--- src/rtl/comms_pkg.sv ---
// Shared definitions for the serial link: FSM state encoding, default framing
// constants and a small helper for sizing counters.
package comms_pkg;

    typedef enum logic [1:0] {
        IDLE  = 2'd0,
        START = 2'd1,
        DATA  = 2'd2,
        STOP  = 2'd3
    } state_e;

    localparam int DEF_CLK_BAUD_RATIO = 2;
    localparam int DEF_FRAME_SIZE     = 8;
    localparam int DEF_FRAMES         = 3;

    // Width needed to count 0..n-1, never less than one bit.
    function automatic int cnt_w(input int n);
        return (n > 1) ? $clog2(n) : 1;
    endfunction

endpackage

--- src/rtl/baud_gen.sv ---
// Baud counter: counts clocks within one serial bit and flags the bit boundary.
module baud_gen
    import comms_pkg::*;
#(
    parameter int CLK_BAUD_RATIO = DEF_CLK_BAUD_RATIO
) (
    input  logic clk_in,
    input  logic rst_in,
    input  logic en_i,
    input  logic load_i,
    output logic tick_o
);

    localparam int            CW   = cnt_w(CLK_BAUD_RATIO);
    localparam logic [CW-1:0] LAST = CW'(CLK_BAUD_RATIO - 1);

    logic [CW-1:0] cnt_q;
    logic [CW-1:0] cnt_d;

    assign tick_o = en_i && (cnt_q == LAST);

    // Restart at every bit boundary, on a fresh start, and whenever the line is idle.
    always_comb begin
        cnt_d = cnt_q + 1'b1;
        if (load_i || !en_i || tick_o) begin
            cnt_d = '0;
        end
    end

    // Counter register.
    always_ff @(posedge clk_in or negedge rst_in) begin
        if (!rst_in) begin
            cnt_q <= '0;
        end else begin
            cnt_q <= cnt_d;
        end
    end

endmodule

--- src/rtl/send.sv ---
// Serial transmitter: a word of FRAMES frames, each framed as start bit, LSB-first
// data and stop bit, with a one-entry holding register for back-to-back words.
module send
    import comms_pkg::*;
#(
    parameter int CLK_BAUD_RATIO = DEF_CLK_BAUD_RATIO,
    parameter int FRAME_SIZE     = DEF_FRAME_SIZE,
    parameter int FRAMES         = DEF_FRAMES
) (
    input  logic                         clk_in,
    input  logic                         rst_in,
    input  logic [FRAME_SIZE*FRAMES-1:0] data_in,
    input  logic                         send_in,
    output logic                         ready_out,
    output logic                         tx_out,
    output logic                         busy_out,
    output logic                         done_out
);

    localparam int W  = FRAME_SIZE * FRAMES;
    localparam int BW = cnt_w(FRAME_SIZE);
    localparam int FW = cnt_w(FRAMES);

    if (CLK_BAUD_RATIO < 1) begin : g_bad_ratio
        $error("send: CLK_BAUD_RATIO must be >= 1");
    end
    if (FRAME_SIZE < 1) begin : g_bad_size
        $error("send: FRAME_SIZE must be >= 1");
    end
    if (FRAMES < 1) begin : g_bad_frames
        $error("send: FRAMES must be >= 1");
    end

    state_e          state_q, state_d;
    logic [BW-1:0]   bit_q, bit_d;
    logic [FW-1:0]   frame_q, frame_d;
    logic            tx_q, tx_d;
    logic            hold_vld_q, hold_vld_d;
    logic [W-1:0]    shift_q, shift_d;
    logic [W-1:0]    hold_q, hold_d;

    logic tick;
    logic accept;
    logic last_bit;
    logic last_frame;
    logic word_end;
    logic bypass;

    assign accept     = send_in && !hold_vld_q;
    assign last_bit   = (bit_q == BW'(FRAME_SIZE - 1));
    assign last_frame = (frame_q == FW'(FRAMES - 1));
    assign word_end   = tick && (state_q == STOP) && last_frame;
    // An accepted word goes straight to the shifter when nothing else is waiting for it.
    assign bypass     = accept && ((state_q == IDLE) || (word_end && !hold_vld_q));

    baud_gen #(
        .CLK_BAUD_RATIO(CLK_BAUD_RATIO)
    ) u_baud (
        .clk_in (clk_in),
        .rst_in (rst_in),
        .en_i   (state_q != IDLE),
        .load_i ((state_q == IDLE) && accept),
        .tick_o (tick)
    );

    // Next-state logic for the line FSM, shifter and holding register.
    always_comb begin
        state_d    = state_q;
        bit_d      = bit_q;
        frame_d    = frame_q;
        tx_d       = tx_q;
        shift_d    = shift_q;
        hold_d     = hold_q;
        hold_vld_d = hold_vld_q;

        if (word_end && hold_vld_q) begin
            hold_vld_d = 1'b0;
        end
        if (accept && !bypass) begin
            hold_d     = data_in;
            hold_vld_d = 1'b1;
        end

        case (state_q)
            IDLE: begin
                if (accept) begin
                    shift_d = data_in;
                    frame_d = '0;
                    bit_d   = '0;
                    tx_d    = 1'b0;
                    state_d = START;
                end
            end
            START: begin
                if (tick) begin
                    tx_d    = shift_q[0];
                    shift_d = shift_q >> 1;
                    bit_d   = '0;
                    state_d = DATA;
                end
            end
            DATA: begin
                if (tick) begin
                    if (last_bit) begin
                        tx_d    = 1'b1;
                        state_d = STOP;
                    end else begin
                        tx_d    = shift_q[0];
                        shift_d = shift_q >> 1;
                        bit_d   = bit_q + 1'b1;
                    end
                end
            end
            STOP: begin
                if (tick) begin
                    if (!last_frame) begin
                        frame_d = frame_q + 1'b1;
                        tx_d    = 1'b0;
                        state_d = START;
                    end else if (hold_vld_q || accept) begin
                        shift_d = hold_vld_q ? hold_q : data_in;
                        frame_d = '0;
                        tx_d    = 1'b0;
                        state_d = START;
                    end else begin
                        tx_d    = 1'b1;
                        state_d = IDLE;
                    end
                end
            end
            default: begin
                tx_d    = 1'b1;
                state_d = IDLE;
            end
        endcase
    end

    // Control registers: FSM state, counters, line level and holding-register flag.
    always_ff @(posedge clk_in or negedge rst_in) begin
        if (!rst_in) begin
            state_q    <= IDLE;
            bit_q      <= '0;
            frame_q    <= '0;
            tx_q       <= 1'b1;
            hold_vld_q <= 1'b0;
        end else begin
            state_q    <= state_d;
            bit_q      <= bit_d;
            frame_q    <= frame_d;
            tx_q       <= tx_d;
            hold_vld_q <= hold_vld_d;
        end
    end

    // Data registers: contents are only meaningful when the matching control says so.
    always_ff @(posedge clk_in) begin
        shift_q <= shift_d;
        hold_q  <= hold_d;
    end

    assign ready_out = !hold_vld_q;
    assign tx_out    = tx_q;
    assign busy_out  = (state_q != IDLE) || hold_vld_q;
    assign done_out  = word_end;

endmodule
--- config.mk ---
export PLATFORM = sky130hd
export DESIGN_NAME = send
export DESIGN_NICKNAME = d
export VERILOG_FILES = /design/src/rtl/comms_pkg.sv /design/src/rtl/baud_gen.sv /design/src/rtl/send.sv
export SDC_FILE = /design/constraint.sdc
export NUM_CORES = 1
export LEC_CHECK = 0
export CAP_MARGIN = 20
export CORE_MARGIN = 2
export CORE_UTILIZATION = 59
export DETAILED_ROUTE_END_ITERATION = 10
export PLACE_DENSITY = 0.84
export SLEW_MARGIN = 20
export SYNTH_ARGS = -nofsm -noshare
export SYNTH_HDL_FRONTEND = slang
export SYNTH_HIERARCHICAL = 1
export SYNTH_SLANG_ARGS = --single-unit
--- constraint.sdc ---
create_clock -name clk_in -period 7.9 [get_ports clk_in]
set_input_delay 1.58 -clock clk_in [delete_from_list [all_inputs] [get_ports clk_in]]
set_output_delay 1.58 -clock clk_in [all_outputs]
set_load 0.01 [all_outputs]
==> impl_results.rst <==
.. list-table::
   :header-rows: 1

   * - Metric
     - Value
   * - WHS Path Cells
     - 1
   * - CTS Root Cell
     - clkbuf_8
   * - First-pass GRT wire length
     - 8652 um
   * - Biggest area consumer among synthesized cells
     - edfxtp_1
   * - Per-cell routed wire length
     - 17.38 um
   * - Net count after synthesis
     - 240
   * - Share of Yosys cell area claimed by the top area cell type
     - 0.5504
   * - Critical-path maximum fanout
     - 6
   * - Setup repair after global routing missed its margin
     - false
   * - Count of buffers from port buffering
     - 30
   * - Biggest cell delay along the critical path
     - 0.56 ns
   * - Maximum resistive drop on vdd
     - 0.2327 mV
   * - Cell types with the largest area share after synthesis
     - edfxtp_1 (55%), dfrtp_1 (8.6%), a22oi_1 (6.6%)
   * - Outcome
     - finished, final reports clean
   * - Remaining routing DRC violations
     - 0
   * - Pin count of the biggest net entering global routing
     - 34
   * - Ys flop type
     - edfxtp_1
   * - Buffer depth of the longest clock path
     - 2
   * - CTS clk-pin slew, worst paths
     - 0.06 ns
   * - Clk Latency, worst-skew pair
     - 0.35 ns
   * - Number of top-level pins
     - 31
   * - Final Instance Area
     - 3151 um2
   * - Final setup vio count
     - 0
   * - Vias in the first global route
     - 1795
   * - Cell types with the highest counts after synthesis
     - edfxtp_1 (48), nand2_1 (31), o21ai_0 (30)
   * - Net count, final
     - 271
   * - Number of resized instances in the post-cts repair step
     - 0
   * - Horizontal extent of the die
     - 70.62 um
   * - Number of vias per cell after detailed routing
     - 5.997
   * - Minimum hold slack
     - 0.4377 ns
   * - Static leakage power
     - 1.149 nW
   * - Total routing usage reported by global routing
     - 0.2318
   * - Critical path cell sequence
     - inv_1, ha_1, inv_1, and2_2, and3_1, clkdlybuf4s50_1
   * - Starting utilization of the core area
     - 0.6056
   * - Number of clock buffers inserted by TritonCTS
     - 9
   * - Remaining max-slew budget at the tightest pin
     - 0.3173
   * - Number of synthesis warnings
     - 6
   * - Total power consumption of the routed design
     - 1.331 mW
   * - Via count
     - 1763
   * - Period minus WS final
     - 3.750 ns
   * - Grt total ovfl
     - 0
   * - Number of enable flip-flop cells after synthesis
     - 48
   * - Top-count cell post-synth
     - edfxtp_1
   * - # rows
     - 24
   * - Cell Area, Placed
     - 2942 um2
   * - Number of hold violations in the final report
     - 0
   * - Classification of the worst-slack hold path
     - reg2reg
   * - Total Neg Setup Slack
     - 0 ns
   * - Vertical die dimension
     - 70.62 um
   * - Number of distinct library cells after synthesis
     - 38
   * - Fmax
     - 266.7 MHz
   * - Data arrival time of the critical path
     - 2.17 ns
   * - Antenna violations before repair
     - 0
   * - Die footprint
     - 4987 um2
   * - Placer Congestion
     - 0.7887
   * - Antenna violation net count after detailed routing
     - 0
   * - Antenna diode count
     - 0
   * - Category of the worst setup path launch point
     - flip-flop
   * - Pwr dens
     - 422.4 nW/um2
   * - Period utilisation layout
     - 0.4747
   * - # clock sinks
     - 58
   * - # Max-Cap Violations
     - 0
   * - Most frequent cell on the critical path
     - inv_1
   * - Layout-stage area growth over the synthesis result
     - 20.31%
   * - Yosys reg bits
     - 58
   * - Required time at the worst-slack endpoint
     - 6.32 ns
   * - Iteration-0 DRC count of the detailed router
     - 190
   * - Clock tree skew after final layout
     - 0.005954 ns
   * - Clock H-tree levels
     - 3
   * - Max-slew violations
     - 0
   * - Ys async rst share
     - 0.1724
   * - TritonCTS clock tree
     - done
   * - Number of buffers added to fix hold violations after cts
     - 0
   * - Post-CTS setup-driven buffer insertion count
     - 0
   * - Reg2Reg Depth
     - 6
   * - Total wire length after detailed routing
     - 5110 um
   * - Worst Tran Pin Value
     - 1.024 ns
   * - Fraction of layout instances using a drive strength above 1
     - 0.1198
   * - Slowest library cell on the worst path
     - clkdlybuf4s50_1
   * - HPWL Detailed
     - 3171 um
   * - Type of the worst setup path
     - reg2out
   * - Total core area
     - 4324 um2
   * - Post-synthesis cell count
     - 206
   * - Synth Cell Area
     - 2619 um2
   * - Post-synthesis area per instance
     - 12.71 um2
   * - Endpoint type of the worst setup path
     - output port
   * - Sequential share of the synthesized area
     - 0.6464
   * - Number of detailed-route iterations in the first pass
     - 5
## layout by cell type (no fill, tap or decap), types with 3 or more instances in the layout
master            n
edfxtp_1         48
nand2_1          31
o21ai_0          30
clkdlybuf4s50_1  30
a22oi_1          23
dfrtp_1           9
clkbuf_8          9
ha_1              7
nand3_1           6
inv_1             4
and3_1            3
mux2_2            3
## sequential cells by signal (all words and copies together), names as in the netlist
name	cells
bit_q	3
frame_q	2
hold_q	24
hold_vld_q	1
shift_q	24
state_q	2
tx_out	1
u_baud/cnt_q	1
## report_power, final
| part | internal (mW) | switching, mW | leakage, nW | total (mW) |
|---|---|---|---|---|
| clock | 0.175 | 0.118 | 0.104 | 0.294 |
| combinational | 0.185 | 0.313 | 0.473 | 0.499 |
| sequential | 0.496 | 0.0422 | 0.573 | 0.539 |
| total | 0.857 | 0.474 | 1.15 | 1.33 |
## critical path: cells and delay by family (launching register included)
kind,cells,cell delay (ns)
fa+ha+maj,1,0.24
buf+inv,3,0.74
flops,1,0.44
simple gates,2,0.41
## layout make-up
cell class,count,area (um2)
Timing Repair Buffer,32,315.3
Clock inverter,6,81.33
Multi-Input combinational cell,132,853.3
Fill cell,296,1174
Clock buffer,10,127.6
Inverter,4,15.01
Sequential cell,58,1693
Tap cell,52,65.06
## metal layers
layer,vias up,global-route usage,wire [um]
met5,-,0,0
met3,11,0.05698,288
met4,0,0.1237,93
met1,849,0.3017,2187
li1,844,-,-
met2,59,0.3637,2540
## worst paths after layout
check                                        from                      to  slack [ns]
max                        state_q[0]$_DFFE_PN0P_                done_out        4.15
min                        u_baud/cnt_q$_DFF_PN0_  u_baud/cnt_q$_DFF_PN0_        0.44
max reg2reg                state_q[0]$_DFFE_PN0P_   shift_q[13]$_DFFE_PP_        5.28
min reg2reg                u_baud/cnt_q$_DFF_PN0_  u_baud/cnt_q$_DFF_PN0_        0.44
max in group asynchronous                  rst_in      tx_out$_DFFE_PN1P_        5.96
min in group asynchronous                  rst_in  frame_q[1]$_DFFE_PN0P_        1.58
## per-stage QoR
step	util	cells	worst slack [ns]
finish	0.7286	294	4.150
global route	0.7286	294	4.013
CTS	0.7286	294	4.144
detailed placement	0.6803	278	4.052
global placement	0.6803	278	4.110
floorplan	-	206	4.152
## cell families after synthesis
kind of cell	synth area share
multiplexers	0.01290
adder cells (fa/ha/maj)	0.03344
buffers and inverters	0.02962
AO/OA/AOI/OAI	0.1605
AND/OR/NAND/NOR	0.1171
flip-flops	0.6464
No activity file was read; power rests on OpenSTA's default activity.
